[config.mk]
export PLATFORM = sky130hd
export DESIGN_NAME = fare_total_seq
export DESIGN_NICKNAME = d
export VERILOG_FILES = /design/src/rtl/fare_pkg.sv /design/src/rtl/fare_total_seq_bcd_digit_add.sv /design/src/rtl/fare_total_seq.sv
export SDC_FILE = /design/constraint.sdc
export NUM_CORES = 1
export LEC_CHECK = 0
export ABC_AREA = 1
export BUFFER_PORTS_ARGS = -buffer_cell sky130_fd_sc_hd__buf_2
export CORE_ASPECT_RATIO = 0.75
export CORE_UTILIZATION = 51
export CTS_CLUSTER_DIAMETER = 50
export DETAILED_ROUTE_END_ITERATION = 8
export HOLD_SLACK_MARGIN = 0.02
export PLACE_DENSITY_LB_ADDON = 0.3
export SYNTH_ARGS = -nofsm -noshare
export SYNTH_HDL_FRONTEND = slang
export SYNTH_SLANG_ARGS = --single-unit
[constraint.sdc]
create_clock -name sys_clk -period 2.99 [get_ports sys_clk]
set_clock_uncertainty 0.2 [all_clocks]
set_input_delay 0.897 -clock sys_clk [delete_from_list [all_inputs] [get_ports sys_clk]]
set_output_delay 0.897 -clock sys_clk [all_outputs]
set_load 0.03 [all_outputs]
[src/rtl/fare_pkg.sv]
// Shared constants, FSM state type and helpers for the sequential BCD fare totaliser.
package fare_pkg;

    localparam int                     BCD_DIGIT_W = 4;
    localparam logic [BCD_DIGIT_W-1:0] BCD_NINE    = 4'd9;
    localparam int                     MAX_DIGITS  = 16;

    typedef enum logic [1:0] {
        ST_IDLE   = 2'd0,
        ST_ADD    = 2'd1,
        ST_FINISH = 2'd2
    } fsm_state_e;

    // Upper digits beyond 'digits' stay zero so callers can size-cast the result.
    function automatic logic [MAX_DIGITS*BCD_DIGIT_W-1:0] all_nines(input int digits);
        all_nines = '0;
        for (int i = 0; i < MAX_DIGITS; i++) begin
            if (i < digits) all_nines[i*BCD_DIGIT_W +: BCD_DIGIT_W] = BCD_NINE;
        end
    endfunction

endpackage

[src/rtl/fare_total_seq_bcd_digit_add.sv]
// One BCD digit adder: a + b + carry_in, decimal-corrected by +6 when the raw sum exceeds nine.
module bcd_digit_add
    import fare_pkg::*;
(
    input  logic [BCD_DIGIT_W-1:0] a_i,
    input  logic [BCD_DIGIT_W-1:0] b_i,
    input  logic                   cin_i,
    output logic [BCD_DIGIT_W-1:0] sum_o,
    output logic                   cout_o
);

    logic [BCD_DIGIT_W:0] raw;

    always_comb begin
        raw    = {1'b0, a_i} + {1'b0, b_i} + {{BCD_DIGIT_W{1'b0}}, cin_i};
        cout_o = (raw > {1'b0, BCD_NINE});
        // Wrapping the low nibble by +6 gives the corrected digit for raw 10..19.
        sum_o  = cout_o ? (raw[BCD_DIGIT_W-1:0] + 4'd6) : raw[BCD_DIGIT_W-1:0];
    end

endmodule

[src/rtl/fare_total_seq.sv]
// Sums CHANNELS BCD fares one digit per clock (LSD first) and saturates the result to CAP_BCD.
module fare_total_seq
    import fare_pkg::*;
#(
    parameter int                              DIGITS   = 4,
    parameter int                              CHANNELS = 2,
    parameter logic [DIGITS*BCD_DIGIT_W-1:0]   CAP_BCD  = (DIGITS*BCD_DIGIT_W)'(all_nines(DIGITS))
) (
    input  logic                                   sys_clk,
    input  logic                                   sys_rst_n,
    input  logic                                   start,
    input  logic [CHANNELS*DIGITS*BCD_DIGIT_W-1:0] fare_in_bcd,
    output logic                                   busy,
    output logic                                   done,
    output logic [DIGITS*BCD_DIGIT_W-1:0]          fare_total_bcd,
    output logic                                   max,
    output logic                                   bcd_err
);

    localparam int CH_W  = (CHANNELS > 1) ? $clog2(CHANNELS) : 1;
    localparam int DIG_W = (DIGITS > 1)   ? $clog2(DIGITS)   : 1;

    typedef logic [DIGITS-1:0][BCD_DIGIT_W-1:0] word_t;

    fsm_state_e                state_q, state_d;
    word_t [CHANNELS-1:0]      op_q, op_d;
    word_t                     acc_q, acc_d;
    logic                      carry_q, carry_d;
    logic                      ovf_q, ovf_d;
    logic [CH_W-1:0]           ch_q, ch_d;
    logic [DIG_W-1:0]          dig_q, dig_d;
    logic                      busy_q, busy_d;
    logic                      done_q, done_d;
    word_t                     total_q, total_d;
    logic                      max_q, max_d;
    logic                      err_q, err_d;

    logic [BCD_DIGIT_W-1:0]    add_a, add_b, add_sum;
    logic                      add_cout;
    logic                      bad_digit;

    assign add_a = op_q[ch_q][dig_q];
    assign add_b = acc_q[dig_q];

    bcd_digit_add u_add (
        .a_i    (add_a),
        .b_i    (add_b),
        .cin_i  (carry_q),
        .sum_o  (add_sum),
        .cout_o (add_cout)
    );

    // Any non-decimal digit in the latched operands poisons the result.
    always_comb begin
        bad_digit = 1'b0;
        for (int c = 0; c < CHANNELS; c++) begin
            for (int d = 0; d < DIGITS; d++) begin
                if (op_q[c][d] > BCD_NINE) bad_digit = 1'b1;
            end
        end
    end

    always_comb begin
        state_d = state_q;
        op_d    = op_q;
        acc_d   = acc_q;
        carry_d = carry_q;
        ovf_d   = ovf_q;
        ch_d    = ch_q;
        dig_d   = dig_q;
        busy_d  = busy_q;
        done_d  = 1'b0;
        total_d = total_q;
        max_d   = max_q;
        err_d   = err_q;

        case (state_q)
            ST_IDLE: begin
                if (start) begin
                    op_d    = fare_in_bcd;
                    acc_d   = fare_in_bcd[DIGITS*BCD_DIGIT_W-1:0];
                    carry_d = 1'b0;
                    ovf_d   = 1'b0;
                    ch_d    = CH_W'(1);
                    dig_d   = '0;
                    busy_d  = 1'b1;
                    state_d = (CHANNELS == 1) ? ST_FINISH : ST_ADD;
                end
            end

            ST_ADD: begin
                acc_d[dig_q] = add_sum;
                if (dig_q == DIG_W'(DIGITS-1)) begin
                    // A carry out of the MSD can only be reported as saturation.
                    ovf_d   = ovf_q | add_cout;
                    carry_d = 1'b0;
                    dig_d   = '0;
                    ch_d    = ch_q + 1'b1;
                    if (ch_q == CH_W'(CHANNELS-1)) state_d = ST_FINISH;
                end else begin
                    carry_d = add_cout;
                    dig_d   = dig_q + 1'b1;
                end
            end

            ST_FINISH: begin
                if (bad_digit) begin
                    total_d = '0;
                    max_d   = 1'b0;
                    err_d   = 1'b1;
                end else if (ovf_q || (acc_q >= CAP_BCD)) begin
                    total_d = CAP_BCD;
                    max_d   = 1'b1;
                    err_d   = 1'b0;
                end else begin
                    total_d = acc_q;
                    max_d   = 1'b0;
                    err_d   = 1'b0;
                end
                done_d  = 1'b1;
                busy_d  = 1'b0;
                state_d = ST_IDLE;
            end

            default: state_d = ST_IDLE;
        endcase
    end

    always_ff @(posedge sys_clk or negedge sys_rst_n) begin
        if (!sys_rst_n) begin
            state_q <= ST_IDLE;
            op_q    <= '0;
            acc_q   <= '0;
            carry_q <= 1'b0;
            ovf_q   <= 1'b0;
            ch_q    <= '0;
            dig_q   <= '0;
            busy_q  <= 1'b0;
            done_q  <= 1'b0;
            total_q <= '0;
            max_q   <= 1'b0;
            err_q   <= 1'b0;
        end else begin
            state_q <= state_d;
            op_q    <= op_d;
            acc_q   <= acc_d;
            carry_q <= carry_d;
            ovf_q   <= ovf_d;
            ch_q    <= ch_d;
            dig_q   <= dig_d;
            busy_q  <= busy_d;
            done_q  <= done_d;
            total_q <= total_d;
            max_q   <= max_d;
            err_q   <= err_d;
        end
    end

    assign busy           = busy_q;
    assign done           = done_q;
    assign fare_total_bcd = total_q;
    assign max            = max_q;
    assign bcd_err        = err_q;

endmodule
### Yosys cells after proc, flatten, opt, wreduce, memory -nomap -nowiden

Cells that the tools add are included.

* flip-flop bits (word level): 75
* bits in latches: 0
* memory bits (writable): 0
* memory bits (read-only): 0
* bits of input ports: 35
* word-level logic and storage cells: 102
* memories kept: 0

* $add $sub $neg: 5
* $mul: 0
* divide/modulo/power cells: 0
* $lt $le $gt $ge: 13
* equal/unequal tests: 6
* shift-type cells: 0
* muxes and demuxes: 42
* bitwise logic cells: 1
* reduce and logical (&&, ||, !) cells: 10

Operators with widths (count)
* $mux 16: 5
* $gt 4x4->1 const B: 8
* $pmux 16 s2: 1
* $mux 1: 17
* $bmux 4 s2: 2
* $bwmux 16: 1
* $ge 16x16->1 const B: 1
* $mux 4: 4
* $mux 2: 5
* $demux 4 s2: 1
* $pmux 1 s2: 4
* $pmux 2 s2: 2
* $ne 2x2->1 const B: 3
* $reduce_and 2->1: 3
* $reduce_and 3->1: 2
* $add 4x4->5: 1
* $add 5x1->5: 1
* $gt 5x4->1 const B: 1
* $add 4x3->4 const B: 1
* $eq 2x2->1 const B: 2
* $reduce_bool 2->1: 2
* $lt 2x3->1 const B: 1
* $add 2x1->2 const B: 1
* $eq 2x1->1 const B: 1
* 7 further kinds: 7

### Logic depth before layout (Yosys ltp)

* word-level depth: 10
* depth in mapped cells: 21

### Cells and area by module

Synthesis repeated with hierarchy kept, for this count alone.

* cells, all modules: 497
* area, all modules: 3972.6 sq um

By module, submodules not included
* fare_total_seq: instances 1, cells an instance 452, area each 3673.5 sq um
* bcd_digit_add: instances 1, cells an instance 45, area each 299.0 sq um

### Worst setup path before layout

No wires, ideal clock.

* kind: register -> register
* from: reg ch_q
* to: reg acc_q[13] (netlist name)
* arrival time: 2937 ps
* required time: 2713 ps
* setup slack: -225 ps
* cell stages (with the launch flop): 22
* path buffers: 2
* cell sequence: dfrtp_1 inv_1 buf_2 buf_2 a21oi_1 o21ai_0 nand3_1 nand2_1 fa_1 fa_1 inv_1 nand2_1 nand2_1 ha_1 inv_1 a21oi_1 a21oi_1 nand2_1 nand2_2 nand2_1 nand3_1 a21oi_1

* word-level cells in the longest chain between the ends: 10
* elaborated cells on any way between the ends: 11
* classes of those cells: 3 x add/sub; 1 x order compare; 7 x mux

Ends and longest elaborated chain
* start, declared: RTL line fare_total_seq.sv:30 `logic [CH_W-1:0] ch_q, ch_d;`
* start signal, assigned: RTL line fare_total_seq.sv:149 `ch_q <= ch_d;`
* $mux 16 (implied by the code) (*) (2 in series): RTL line fare_total_seq.sv:42 `assign add_a = op_q[ch_q][dig_q];`
* $bmux 4 s2 (*): RTL line fare_total_seq.sv:42
* $mux 4 (implied by the code) (*): RTL line fare_total_seq.sv:42
* $add 4x4->5 (*): RTL line fare_total_seq_bcd_digit_add.sv:15 `raw = {1'b0, a_i} + {1'b0, b_i} + {{BCD_DIGIT_W{1'b0}}, cin_i};`
* $add 5x1->5 (*): RTL line fare_total_seq_bcd_digit_add.sv:15
* $add 4x3->4 or $gt 5x4->1 (tied branches): RTL line fare_total_seq_bcd_digit_add.sv:18, fare_total_seq_bcd_digit_add.sv:16
* $mux 4 (*): RTL line fare_total_seq_bcd_digit_add.sv:18 `sum_o = cout_o ? (raw[BCD_DIGIT_W-1:0] + 4'd6) : raw[BCD_DIGIT_W-1:0];`
* $bwmux 16 (*): RTL line fare_total_seq.sv:92 `acc_d[dig_q] = add_sum;`
* $pmux 16 s2 (*): RTL line fare_total_seq.sv:77 `case (state_q)`
* end signal, assigned: RTL line fare_total_seq.sv:133 `acc_q <= '0;`
* end signal, assigned: RTL line fare_total_seq.sv:146 `acc_q <= acc_d;`
* end, declared: RTL line fare_total_seq.sv:27 `word_t acc_q, acc_d;`

Mark *: on every way between the ends. The rest lies on a longest branch, timed or not. The select of a mux whose other input is x is not followed.
A chain may end at the register's enable or synchronous reset.

### Worst setup path in the final report

* from: reg ch_q
* to: reg acc_q[15] (netlist name)

The elaborated chain is that of the path after synthesis.

==> results.md <==
- DR vias: 3622
- GPL Wtd Cong: 0.953
- CTS tree: done
- Final Worst Setup Slack: -221 ps
- Worst hold path type: flip-flop to flip-flop
- RSZ-0062 raised after global routing: yes
- TritonCTS Buffers: 9
- Nets: 603
- Cells along the critical path: clkinv_4 -> a21oi_2 -> o21ai_1 -> nand3_1 -> nand2_2 -> fa_2 -> fa_2 -> ha_2 -> a21oi_2 -> a21oi_2 -> nand2_2 -> nand2_4 -> nand3_4 -> nand3_1 -> nand3_1
- Failing checks: setup timing
- CORE AREA: 0.00696 mm^2
- Yosys warns: 0
- Actual slew at the worst max-slew pin: 563 ps
- Most frequent cells after synthesis: 131 x nand2_1, 75 x dfrtp_1, 62 x o21ai_0, 56 x inv_1, 33 x a21oi_1
- Fillers: 593
- Vias per cell: 5.50
- Row count: 26
- # Max-Cap Violations: 0
- Port bufs: 54
- CP required: 3030 ps
- Hold WS: 287 ps
- Cts hold-fix bufs: 0
- DIE HEIGHT: 76.4 um
- Drt pass-1 iters: 5
- Fin crit share: 1.07
- Starting Density: 0.540
- Detail Route Antenna Nets: 0
- Worst Setup End Kind: flip-flop
- Largest net degree at the start of global routing: 40
- Post-synthesis sequential area ratio: 0.499
- # setup viols final: 14
- Buffer and inverter count on the worst path: 1
- CP Class: flip-flop to flip-flop
- Dpl hpwl: 7930 um
- Synth top area share: 0.499
- Area of the die: 0.00772 mm^2
- Number of global-route vias before repair: 3481
- Clk sinks: 75
- Most frequent cell after synthesis: nand2_1
- Slew margin rel.: 0.625
- Post-synth ARST share: 1.00
- Wire per inst: 16.5 um
- Grt ovf: 0
- Arr. time, crit path: 3250 ps
- Achievable Freq: 311 MHz
- Syn_area_per_cell: 8.02 um^2
- Seq cells post-synth: 75
- Area growth, synth to finish: 26.7%
- Worst-skew pair later-pin latency: 360 ps
- Root buf cell: clkbuf_8
- Initial drt markers: 366
- Syn_nets: 515
- Top cell family by delay on the critical path: adder cells
- CP max stage delay: 640 ps
- CTS clk-pin slew, worst paths: 80 ps
- Cell accounting for the most synthesized area: dfrtp_1
- Total routed wirelength: 10900 um
- Synth top area cells: dfrtp_1 50%, nand2_1 13%, o21ai_0 8.3%, inv_1 5.6%, a21oi_1 4.4%
- Fin. Hold Viols: 0
- Period minus WS final: 3210 ps
- Share of layout cells above drive strength 1: 0.276
- Cell Area, Synth: 0.00376 mm^2
- Die Wd: 101 um
- Status: complete, but fails checks
- CTS Buffer Depth: 2
- First-pass GRT wire length: 17600 um
- CP max-delay cell: fa_2
- Num ports: 55
- Crit start category: flip-flop
- Post-synth EDFFs: 0
- H-tree depth: 3
- Synth cell types: 30
- Slew Viols, Final: 0
- Crit-path max FO: 6
- Post-route DRC: 0
- Synthesized instance count: 469
- Main synth FF type: dfrtp_1
- N_diodes: 0
- Antenna violations before repair: 0
- Total Routing Usage GR: 0.301
## flip-flops by register name, summed over array words and instances, names as in the netlist
name	cells
max	1
done	1
op_q	32
ch_q	1
acc_q	16
carry_q	1
fare_total_bcd	16
state_q	2
bcd_err	1
dig_q	2
busy	1
ovf_q	1
## cell usage in the layout (no fill, tap or decap), drive strengths merged
| cell type | n |
|---|---|
| o211ai | 2 |
| a32oi | 1 |
| o221ai | 3 |
| and3 | 1 |
| clkbuf | 10 |
| buf | 92 |
| a22oi | 7 |
| inv | 58 |
| clkinv | 4 |
| fa | 2 |
| ha | 9 |
| o21a | 1 |
| bufinv | 2 |
| nand4 | 1 |
| nor2 | 20 |
| a21oi | 33 |
| clkinvlp | 1 |
| nand3 | 25 |
| o21bai | 4 |
| o21ai | 66 |
| dfrtp | 75 |
| a31oi | 3 |
| nand2 | 134 |
| nor3 | 2 |
| nor4 | 2 |
| o22ai | 3 |
## cells by family after synthesis
logic type,Yosys count,synth area share
simple gates,185,0.201
compound gates,123,0.179
flops,75,0.499
fa+ha+maj,11,0.0406
buf+inv,75,0.0802
## timing repair
action | CTS | global route
setup endpoints to repair | 14 | 14
endpoints found under the hold margin | 0 | 0
gates resized for setup | 10 | 29
pin swaps | 1 | 10
gates cloned | 0 | 1
setup buffers | 4 | 4
## per-stage QoR
| stage | util | cells | setup WS (ps) | area [um^2] | setup TNS (ps) |
|---|---|---|---|---|---|
| after global routing | 0.684 | 659 | -378 | 4760 | -4310 |
| after global placement | 0.625 | 635 | -116 | 4350 | -791 |
| final | 0.684 | 659 | -221 | 4760 | -2330 |
| after floorplan | - | 469 | -6.80 | 3830 | -27.2 |
| after CTS | 0.665 | 654 | -68.3 | 4630 | -448 |
| after detailed placement | 0.625 | 635 | -183 | 4350 | -1580 |
## path summary, 6_finish.rpt
| path | startpoint | end | slack [ps] | depth (start not counted) |
|---|---|---|---|---|
| max reg2reg | ch_q | acc_q[15] | -220 | 15 |
| min | busy | busy | 290 | 2 |
| max in group asynchronous | sys_rst_n | acc_q[1] | 1640 | 2 |
| min in group asynchronous | sys_rst_n | acc_q[11] | 320 | 1 |
| max | ch_q | acc_q[15] | -220 | 15 |
| min reg2reg | busy | busy | 290 | 2 |
## worst reg2reg max path, cell delays in order (launching register included)
cell and delay [ps]:
dfrtp_2 430, clkinv_4 110, a21oi_2 170, o21ai_1 80, nand3_1 100, nand2_2 70, fa_2 390, fa_2 640
ha_2 190, a21oi_2 60, a21oi_2 110, nand2_2 100, nand2_4 140, nand3_4 100, nand3_1 130, nand3_1 80
## area by class of cell
type,count,area [um^2],area share
Sequential cell,75,1880,0.394
Multi-Input combinational cell,319,1740,0.366
Timing Repair Buffer,92,572,0.120
Inverter,59,226,0.0476
Clock buffer,10,138,0.0289
Tap cell,98,123,0.0257
Clock inverter,5,77.6,0.0163
Timing Repair inverter,1,5.00,0.00105
## per-layer routing
layer | share of wire | up-vias | GRT usage
met5 | 0 | - | 0
met4 | 0.026 | 0 | 0.0971
met3 | 0.096 | 23 | 0.0853
met2 | 0.43 | 204 | 0.419
met1 | 0.45 | 1689 | 0.448
li1 | - | 1706 | -
Power is not shown: default switching activity piles up to over one toggle a cycle in this logic, so the estimate is an artifact.
